[config.mk]
export PLATFORM = sky130hd
export DESIGN_NAME = cbb_rr_arb_mux
export DESIGN_NICKNAME = d
export VERILOG_FILES = /design/src/rtl/cbb_rr_arb_mux.sv
export SDC_FILE = /design/constraint.sdc
export NUM_CORES = 1
export LEC_CHECK = 0
export ABC_CLOCK_PERIOD_IN_PS = 4800
export CAP_MARGIN = 25
export CORE_UTILIZATION = 48
export DETAILED_ROUTE_END_ITERATION = 10
export HOLD_SLACK_MARGIN = 0.03
export PLACE_DENSITY = 0.95
export SLEW_MARGIN = 10
export SYNTH_ARGS = -nofsm -noshare
export SYNTH_HDL_FRONTEND = slang
export SYNTH_SLANG_ARGS = --single-unit
[constraint.sdc]
create_clock -name clk -period 4.8 [get_ports clk]
set_input_delay 0.96 -clock clk [delete_from_list [all_inputs] [get_ports clk]]
set_output_delay 0.96 -clock clk [all_outputs]
set_load 0.01 [all_outputs]
[src/rtl/cbb_rr_arb_mux.sv]
// cbb_rr_arb_mux: round-robin, packet-aware N:1 arbiter with a one-hot data
// mux feeding a single registered output stage. The grant stays locked on a
// requester from its first beat until its last beat has been transferred.

module cbb_rr_arb_mux #(
    parameter int WIDTH = 8,
    parameter int N     = 4
) (
    input  logic               clk,
    input  logic               rst_n,
    input  logic [N-1:0]       in_valid,
    input  logic [N-1:0]       in_last,
    input  logic [WIDTH*N-1:0] in_data,
    output logic [N-1:0]       in_ready,
    output logic               out_valid,
    output logic               out_last,
    output logic [WIDTH-1:0]   out_data,
    output logic [N-1:0]       out_src,
    input  logic               out_ready
);

    localparam int          PW = (N > 1) ? $clog2(N) : 1;
    localparam int unsigned NU = N;

    typedef enum logic {
        ARB,
        LOCK
    } state_t;

    state_t          state;
    state_t          state_nxt;
    logic [PW-1:0]   ptr;
    logic [PW-1:0]   ptr_nxt;
    logic [PW-1:0]   owner;
    logic [PW-1:0]   owner_nxt;

    logic            load;
    logic            xfer;
    logic [N-1:0]    winner;
    logic [PW-1:0]   win_idx;
    logic            win_last;
    logic [WIDTH-1:0] mux_data;

    // The output register can accept a beat when empty or being drained.
    assign load = ~out_valid | out_ready;

    // A grant is only ever issued to a valid requester, so any ready bit is a transfer.
    assign xfer = |(in_valid & in_ready);

    // State register: arbitration mode, round-robin pointer and packet owner.
    always_ff @(posedge clk) begin
        if (!rst_n) begin
            state <= ARB;
            ptr   <= '0;
            owner <= '0;
        end else begin
            state <= state_nxt;
            ptr   <= ptr_nxt;
            owner <= owner_nxt;
        end
    end

    // Next state: lock on a multi-beat packet, unlock on its last beat, advance pointer in ARB.
    always_comb begin
        state_nxt = state;
        ptr_nxt   = ptr;
        owner_nxt = owner;
        if (xfer) begin
            case (state)
                ARB: begin
                    ptr_nxt = (win_idx == PW'(N - 1)) ? '0 : win_idx + 1'b1;
                    if (!win_last) begin
                        state_nxt = LOCK;
                        owner_nxt = win_idx;
                    end
                end
                LOCK: begin
                    if (win_last) begin
                        state_nxt = ARB;
                    end
                end
                default: state_nxt = ARB;
            endcase
        end
    end

    // Output decode: pick the winner (rotating search in ARB, fixed owner in LOCK) and gate ready.
    always_comb begin
        int unsigned idx;
        logic        found;
        winner  = '0;
        win_idx = '0;
        idx     = 0;
        found   = 1'b0;
        if (state == LOCK) begin
            if (in_valid[owner]) begin
                winner[owner] = 1'b1;
                win_idx       = owner;
            end
        end else begin
            for (int unsigned k = 0; k < NU; k++) begin
                idx = ptr + k;
                if (idx >= NU) begin
                    idx = idx - NU;
                end
                if (!found && in_valid[idx[PW-1:0]]) begin
                    found                = 1'b1;
                    winner[idx[PW-1:0]]  = 1'b1;
                    win_idx              = idx[PW-1:0];
                end
            end
        end
        in_ready = (rst_n && load) ? winner : '0;
    end

    // One-hot data/last mux driven by the grant vector.
    always_comb begin
        mux_data = '0;
        win_last = 1'b0;
        for (int unsigned i = 0; i < NU; i++) begin
            if (in_ready[i]) begin
                mux_data = mux_data | in_data[WIDTH*i +: WIDTH];
                win_last = win_last | in_last[i];
            end
        end
    end

    // Output stage: capture on transfer, empty on an idle load, hold otherwise.
    always_ff @(posedge clk) begin
        if (!rst_n) begin
            out_valid <= 1'b0;
            out_last  <= 1'b0;
            out_data  <= '0;
            out_src   <= '0;
        end else if (load) begin
            if (xfer) begin
                out_valid <= 1'b1;
                out_last  <= win_last;
                out_data  <= mux_data;
                out_src   <= in_ready;
            end else begin
                out_valid <= 1'b0;
            end
        end
    end

endmodule

# Word level (Yosys, flattened, before mapping)
# Index checks and enable logic that the tools add are counted.
dict set report op_classes {
  n_lt_le_gt_ge 14
  reduce_logical 16
  eq_ne 1
  n_bitwise 14
  n_addsub 8
  n_mux 61
}
# operator count
set op_table {}
lappend op_table {{$mux W4} 10}
lappend op_table {{$mux W8} 4}
lappend op_table {{$mux W2} 15}
lappend op_table {{$or A8 B8 Y8} 3}
lappend op_table {{$mux W1} 22}
lappend op_table {{$lt A2 B3 Y1 const B} 5}
lappend op_table {{$or A4 B4 Y4} 3}
lappend op_table {{$bmux W1 S2} 5}
lappend op_table {{$demux W1 S2} 5}
lappend op_table {{$ge A2 B1 Y1 const B} 5}
lappend op_table {{$ge A3 B3 Y1 const B} 3}
lappend op_table {{$logic_and A1 B1 Y1} 9}
lappend op_table {{$sub A2 B1 Y2 const B} 4}
lappend op_table {{$add A2 B2 Y3 const B} 2}
lappend op_table {{$and A4 B4 Y4} 1}
lappend op_table {{$or A1 B1 Y1} 4}
lappend op_table {{$reduce_and A2 Y1} 2}
lappend op_table {{$reduce_or A4 Y1} 1}
lappend op_table {{$add A2 B1 Y3 const B} 1}
lappend op_table {{$ge A2 B3 Y1 const B} 1}
lappend op_table {{$logic_not A1 Y1} 3}
lappend op_table {{$not A1 Y1} 3}
lappend op_table {{$reduce_and A3 Y1} 1}
lappend op_table {{$add A2 B1 Y2 const B} 1}
lappend op_table {{$eq A2 B2 Y1 const B} 1}
dict set report word_totals {
  regBits 19
  out_inout_bits 18
}

# Depth between registers and ports, before layout
# Gate-level depths: netlist of run 1.
dict set report logic_depth {
  depth_word 29
  depth_mapped 13
}

# Worst setup path after synthesis of run 1
# No wires, ideal clock.
dict set report synth_path {
  path_type {reg2out}
  startpoint {register ptr[0]}
  endpoint {output in_ready[2]}
  slack_ns 1.150
  arrival_ns 2.690
  path_stages_with_launch 10
  cell_sequence {dfxtp_1 -> buf_4 -> inv_1 -> ha_1 -> or3b_1 -> a2111oi_4 -> o21ai_0 -> a31oi_1 -> a21boi_0 -> clkbuf_1}
}
dict set report synth_between {
  elab_chain_len 20
  word_cells_on_any_way 71
  cone_classes {7 x add/sub; 12 x order compare; 39 x mux; 3 x bitwise; 10 x reduce/logical}
}
# element line
set synth_rtl {}
lappend synth_rtl {{from (decl)} 32} ;# logic [PW-1:0] ptr;
lappend synth_rtl {{from (signal assigned)} 58} ;# ptr <= ptr_nxt;
lappend synth_rtl {{branches (longest 17 deep; another with $add A2 B1 Y3)} --}
lappend synth_rtl {{$mux W4 (*)} 106} ;# if (!found && in_valid[idx[PW-1:0]]) begin
lappend synth_rtl {{$mux W4 (*)} 95} ;# if (state == LOCK) begin
lappend synth_rtl {{$mux W4 (*)} 113} ;# in_ready = (rst_n && load) ? winner : '0;
lappend synth_rtl {{to (decl)} 14} ;# output logic [N-1:0] in_ready,
# Mark *: on every way between the ends. The select of a mux whose other input is x is not followed.

# Worst setup path in the final report of run 1
dict set report layout_path {
  startpoint {input in_valid[2]}
  endpoint {output in_ready[3]}
}
dict set report layout_between {
  elab_chain_len 17
  word_cells_on_any_way 35
  cone_classes {26 x mux; 3 x bitwise; 6 x reduce/logical}
}
# element line
set layout_rtl {}
lappend layout_rtl {{from (decl)} 11} ;# input logic [N-1:0] in_valid,
lappend layout_rtl {{$bmux W1 S2} 106}
lappend layout_rtl {{$mux W1 (implied by the code)} 106}
lappend layout_rtl {{$mux W1} 106}
lappend layout_rtl {{$mux W1} 95}
lappend layout_rtl {{$logic_not A1 Y1} 106}
lappend layout_rtl {{$logic_and A1 B1 Y1} 106}
lappend layout_rtl {{$mux W1} 106}
lappend layout_rtl {{$mux W1} 95}
lappend layout_rtl {{$logic_not A1 Y1} 106}
lappend layout_rtl {{$logic_and A1 B1 Y1} 106}
lappend layout_rtl {{$mux W1} 106}
lappend layout_rtl {{$mux W1} 95}
lappend layout_rtl {{$logic_not A1 Y1} 106}
lappend layout_rtl {{$logic_and A1 B1 Y1} 106}
lappend layout_rtl {{$mux W4} 106}
lappend layout_rtl {{$mux W4 (*)} 95}
lappend layout_rtl {{$mux W4 (*)} 113}
# Every way passes the cells marked *; elsewhere a longest branch is shown, timed or not. The select of a mux whose other input is x is not followed.

==> results of run 1 <==
-- logic make-up (layout without fill, tap and decap cells) --
logic type | after synthesis | after routing | share of synthesized area [%]
AO/OA/AOI/OAI | 76 | 76 | 33.6
AND/OR/NAND/NOR | 44 | 44 | 14.7
buffers and inverters | 24 | 85 | 6.12
multiplexers | 23 | 23 | 16.1
flip-flops | 19 | 19 | 23.6
adder cells (fa/ha/maj) | 7 | 7 | 5.43
XOR/XNOR | 1 | 1 | 0.543
-- where the power goes --
group	switching [W]	internal, W
clock	0.0000517	0.0000311
combinational	0.000544	0.000464
sequential	0.0000489	0.000218
-- synthesized netlist by cell type, types with 2 or more instances --
master    instances  share of area [%]
mux2_2            4                2.8
a21oi_1           5                1.6
a22oi_1          17                7.9
nand3b_1          2               0.93
nor2_1            8                1.9
a31oi_1          14                5.4
mux2i_1          17                 11
buf_2             4                1.2
and2_1            6                2.3
mux4_2            2                2.8
dfxtp_1          19                 24
o32ai_1           2                1.1
a311oi_1          2                1.1
nand2_1           9                2.1
o21ai_0          22                6.8
clkbuf_1         11                2.6
nand3_1           6                1.9
nor2b_1           5                1.9
inv_1             7                1.6
a221oi_1          2                1.1
a41o_1            2                1.2
ha_1              7                5.4
-- stage by stage --
step	total power, W	utilization (%)	setup WS [ns]
2_1_floorplan	0.000909	-	1.15
3_3_place_gp	0.00122	73.5	0.346
3_5_place_dp	0.00124	73.5	0.293
4_1_cts	0.00134	74.4	0.293
5_1_grt	0.00145	74.4	0.0855
6_report	0.00136	74.4	0.269
-- cell type report --
cell class,instances,area (um^2)
Clock inverter,1,5.00
Fill cell,219,802
Clock buffer,3,22.5
Multi-Input combinational cell,151,1130
Sequential cell,19,380
Inverter,8,30.0
Timing Repair Buffer,73,698
Tap cell,44,55.1
-- how the worst max path moves through the flow --
stage | from | end | slack [ns] | cells after the start
global placement | in_valid[2] | in_ready[0] | 0.35 | 7
global route | in_valid[2] | in_ready[2] | 0.09 | 7
finish | in_valid[2] | in_ready[3] | 0.27 | 7
detailed placement | in_valid[2] | in_ready[2] | 0.29 | 7
CTS | in_valid[2] | in_ready[2] | 0.29 | 7
floorplan | ptr[0] | in_ready[2] | 1.15 | 9
-- layer usage --
layer / up-vias / GRT usage, %
met3: 12 / 6.71
li1: 862 / -
met2: 84 / 48.3
met1: 875 / 36.4
met5: - / 0
met4: 0 / 10.6
-- flip-flops by register name (all words and copies together) (netlist names) --
signal and flops:
out_data 8, out_last 1, out_src 4, out_valid 1, owner 2, ptr 2, state 1
==> results by group, run 1 <==
Clock tree
  • Clock transition at path regs: 0.11 ns
  • Longest Clk Path Bufs: 2
  • Number of post-CTS setup repair buffers: 0
  • Clock Sinks: 19
  • Hold-fix buffers at CTS: 0
  • # resized after CTS: 0
  • Worst skew pair latency: ~0.3 ns
  • CTS Root Cell: clkbuf_4
  • CTS tree: done
  • CTS HTree Levels: 1
  • Inserted Clock Buffers: 3

Setup path
  • Crit path cell chain: clkdlybuf4s50_1 -> or3b_1 -> a2111oi_4 -> o21ai_1 -> a41o_1 -> a21oi_1 -> clkdlybuf4s50_1
  • Crit path max fanout: 5
  • CP required: between 3 and 4 ns
  • Worst R2R Path Depth: 12
  • CP max stage delay: 0.59 ns
  • Reg2Reg Setup Slack: roughly 1.2 ns
  • Crit-path leading delay family: compound AO/OA/AOI/OAI gates
  • CP Capture Type: output port
  • Worst flop-to-flop path endpoint: owner[1]
  • FF-to-FF Start: ptr[0]
  • WP buf/inv: 2
  • WP data arrival: about 3.6 ns
  • Most used cell, CP: clkdlybuf4s50_1
  • Crit start category: input pin
  • CP Class: in -> out
  • CP max stage cell: clkdlybuf4s50_1

Pwr
  • PwrDens: between 500 and 600 nW/um^2
  • Leak: 0.850 nW
  • Peak supply drop: between 300 and 400 uV

Global route
  • First-pass GRT wire length: slightly below 8 mm
  • Grt total ovfl: 0
  • GRT Util Overall: about 29%
  • Pin count of the biggest net entering global routing: 19
  • Vias in the first global route: around 1,700
  • Initial antenna violation count: 0

Min path
  • WHS Endpoint: out_last
  • Worst hold path type: reg -> reg
  • Hold Crit Depth: 1
  • Worst min-delay path startpoint: out_last

Synth
  • Mean Syn Cell Area: about 8.3 um^2
  • Post-synthesis sequential area ratio: a little under a quarter
  • Synth cell types: 43
  • Synth Warn #: 0
  • Syn Nets: around 240
  • Post-synth ARST share: 0%
  • Post-Syn Instances: a little under 200
  • Top_reg_cell synth: dfxtp_1
  • EDFF count, synth: 0
  • Yosys reg bits: 19
  • Post-synthesis cell area: between 1500 and 2000 um^2

Placement
  • Placed Area: about 2300 um^2
  • Placed cells: ~300
  • Buffers on Ports: 60
  • GPL Wtd Cong: ~1
  • Detailed placement HPWL: roughly 3.8 mm

Detailed routing
  • Routed met2 length: between 2 and 3 mm
  • Pre-Repair DR Iteration Count: 4
  • Via count: between 1,500 and 2,000
  • DRT antenna net count: 0
  • Post-Route WL: 5.24 mm
  • Via density: roughly 6
  • Post-route DRC: 0
  • Met3 wire length: 331 um
  • DRT iter0 DRCs: 154
  • DR top layer: met4
  • Routed len/inst: between 15 and 20 um
  • Post-Route M1 WL: roughly 2.1 mm

Floorplanning
  • Core area: 3130 um^2
  • Boundary pin count: approximately 60
  • Starting density of the core: between 50% and 60%
  • Die area: approximately 3600 um^2
  • Cell row count: 20
  • Die width: roughly 60 um
  • Chip height: ~60 um

Finish
  • Area Growth Syn to Fin: 44.1%
  • Post-route insts no fill: 299
  • Most frequent cells in the layout: clkdlybuf4s50_1 (60), o21ai_0 (22), dfxtp_1 (19), mux2i_1 (17), a22oi_1 (17)
  • Fin area: 2330 um^2
  • Share of cells above drive strength 1: between 10% and 20%
  • Most common cell after layout, fill and taps aside: clkdlybuf4s50_1
  • Total inserted antenna cells: 0
  • Nets: 306

Timing
  • Fin crit share: a little over nine tenths
  • Final Hold Vio Count: 0
  • Crit path time final: between 4 and 5 ns
  • Hold_ws: 0.523 ns
  • Normalized max-slew margin: between 60% and 70%
  • Slew Viols, Final: 0
  • RSZ-0062 raised after global routing: no
  • Worst slew pin tran: ~0.54 ns
  • Skew final: slightly above 0.004 ns
  • Setup TNS: 0 ns
  • F_max: 221 MHz
  • Setup violators final: 0

Outcome
  • Status: finished clean

Flow run
  • Max-Cap Viols: 0
(Power assumes the default switching activity.)
==> run 2: changes to the inputs <==
SETUP_SLACK_MARGIN = 0.05   (was default)
==> results of run 2 <==
The final DEF is identical to that of run 1; final timing and power are the same.
==> edit, RTL diff (flow settings as in run 1) <==
Set the parameter `WIDTH` to 10 (it was 8).
--- a/src/rtl/cbb_rr_arb_mux.sv
+++ b/src/rtl/cbb_rr_arb_mux.sv
@@ -5,3 +5,3 @@
 module cbb_rr_arb_mux #(
-    parameter int WIDTH = 8,
+    parameter int WIDTH = 10,
     parameter int N     = 4
Interface: changed (resized in_data and out_data); port bits go from 61 to 71. The function was not compared with the original's and may differ.
==> edit against run 1 <==
Sequential cell count rose by 2; critical path depth rose by 1; area after synthesis rose by 12%; wire length rose by 17%; worst setup slack got worse by 0.065 ns; power fell by 7.0%; largest cell class unchanged; critical endpoint is now in_ready[2]; utilization rose by 0.64 points; critical path type unchanged; clock skew fell by 0.0015 ns; largest power group unchanged; design area rose by 12%.
==> edit: results <==
group,metric,value,unit
setup_path,ff2ff_setup_slack,1.03,ns
global_routing,met2_usage,0.555,
cts,clk_pin_slew,0.08,ns
synthesis,synth_fp_nets,281,
setup_path,r2r_end,"state",
global_routing,grt_use_total,0.311,
synthesis,synthTopCellsByArea,"dfxtp_1 (23%), a222oi_1 (5.5%), mux2i_1 (5.5%)",
power,power_switching,0.577,mW
global_routing,grt_pass1_wl,9750,um
power,ir_worst_vdd,0.000316,V
min_path,min-delay-start,"out_data[8]",
cells_and_area,reg.largest.list,"out_data (10), out_src (4)",
placement,dp_hpwl,4820,um
placement,io_buffers,70,
routing,met3_length,373,um
power,comb-power,0.857,mW
routing,drt-pass1-iter-count,5,
routing,dr_total_vias,2069,
sta,fin_skew,0.00256,ns
setup_path,timing.rr.start,"ptr[1]",
routing,wl_met1,2470,um
routing,wl_met2,3170,um
cts,clk_latency,0.26,ns
placement,globalplace.congestion,0.980,
cells_and_area,fill_cells,283,
routing,drtIter0Drc,198,
power,seqPwrFrac,0.226,
min_path,whs_endpoint,"out_data[8]",
setup_path,cp.arrival,3.64,ns
global_routing,met1_usage,0.379,
setup_path,r2r_cells,10,
global_routing,grt_pass1_vias,2000,
setup_path,crit_end,"in_ready[2]",
cells_and_area,drive_gt1_frac,0.0893,
cts,cts_root_buffer,"clkbuf_8",
cells_and_area,nNetsFinal,350,
sta,slew_headroom,0.517,
global_routing,use_met3,0.0525,
setup_path,cp_top_family,"buffers and inverters",
power,p_leak,0.981,nW
setup_path,crit_path_max_fanout,12,
min_path,hold_depth,2,
status,outcome,"finished, final reports clean",
setup_path,critPathMaxStageDelay,0.62,ns
synthesis,yosysSeqAreaShare,0.232,
synthesis,ys_types,52,
cts,post_cts_buffers,0,
routing,drt_wl_total,6110,um
global_routing,grt_max_degree,29,
synthesis,synth_common_cells,"nand2_1 (22), dfxtp_1 (21), a31oi_1 (14)",
edit: layout make-up:
type	count	area, um2	area share
multi-input cells	171	1230	0.475
repair buffers	82	791	0.304
flip-flops and latches	21	420	0.162
well taps	46	57.6	0.0221
inverters	13	48.8	0.0188
clock buffers	3	41.3	0.0159
clock inverters	1	7.51	0.00289
edit: cells by family (layout without fill, tap and decap cells):
kind of cell               after synthesis  after routing  synth area share
AOI/OAI and AO/OA                       82             82             0.331
and+or+nand+nor                         67             67             0.194
buffers and inverters                   31             99            0.0876
DFF                                     21             21             0.232
muxes                                   15             15             0.107
adders and majority gates                7              7            0.0483
edit: metrics by stage:
stage	setup slack, ns	total power, mW	hold slack (ns)	instance area (um2)	instances
after CTS	0.256	1.26	0.517	2600	337
after detailed placement	0.287	1.13	0.487	2550	333
after global placement	0.327	1.11	0.477	2550	333
after floorplan	0.943	0.865	0.503	1810	223
final	0.205	1.26	0.519	2600	337
after global routing	0.0932	1.35	0.530	2600	337
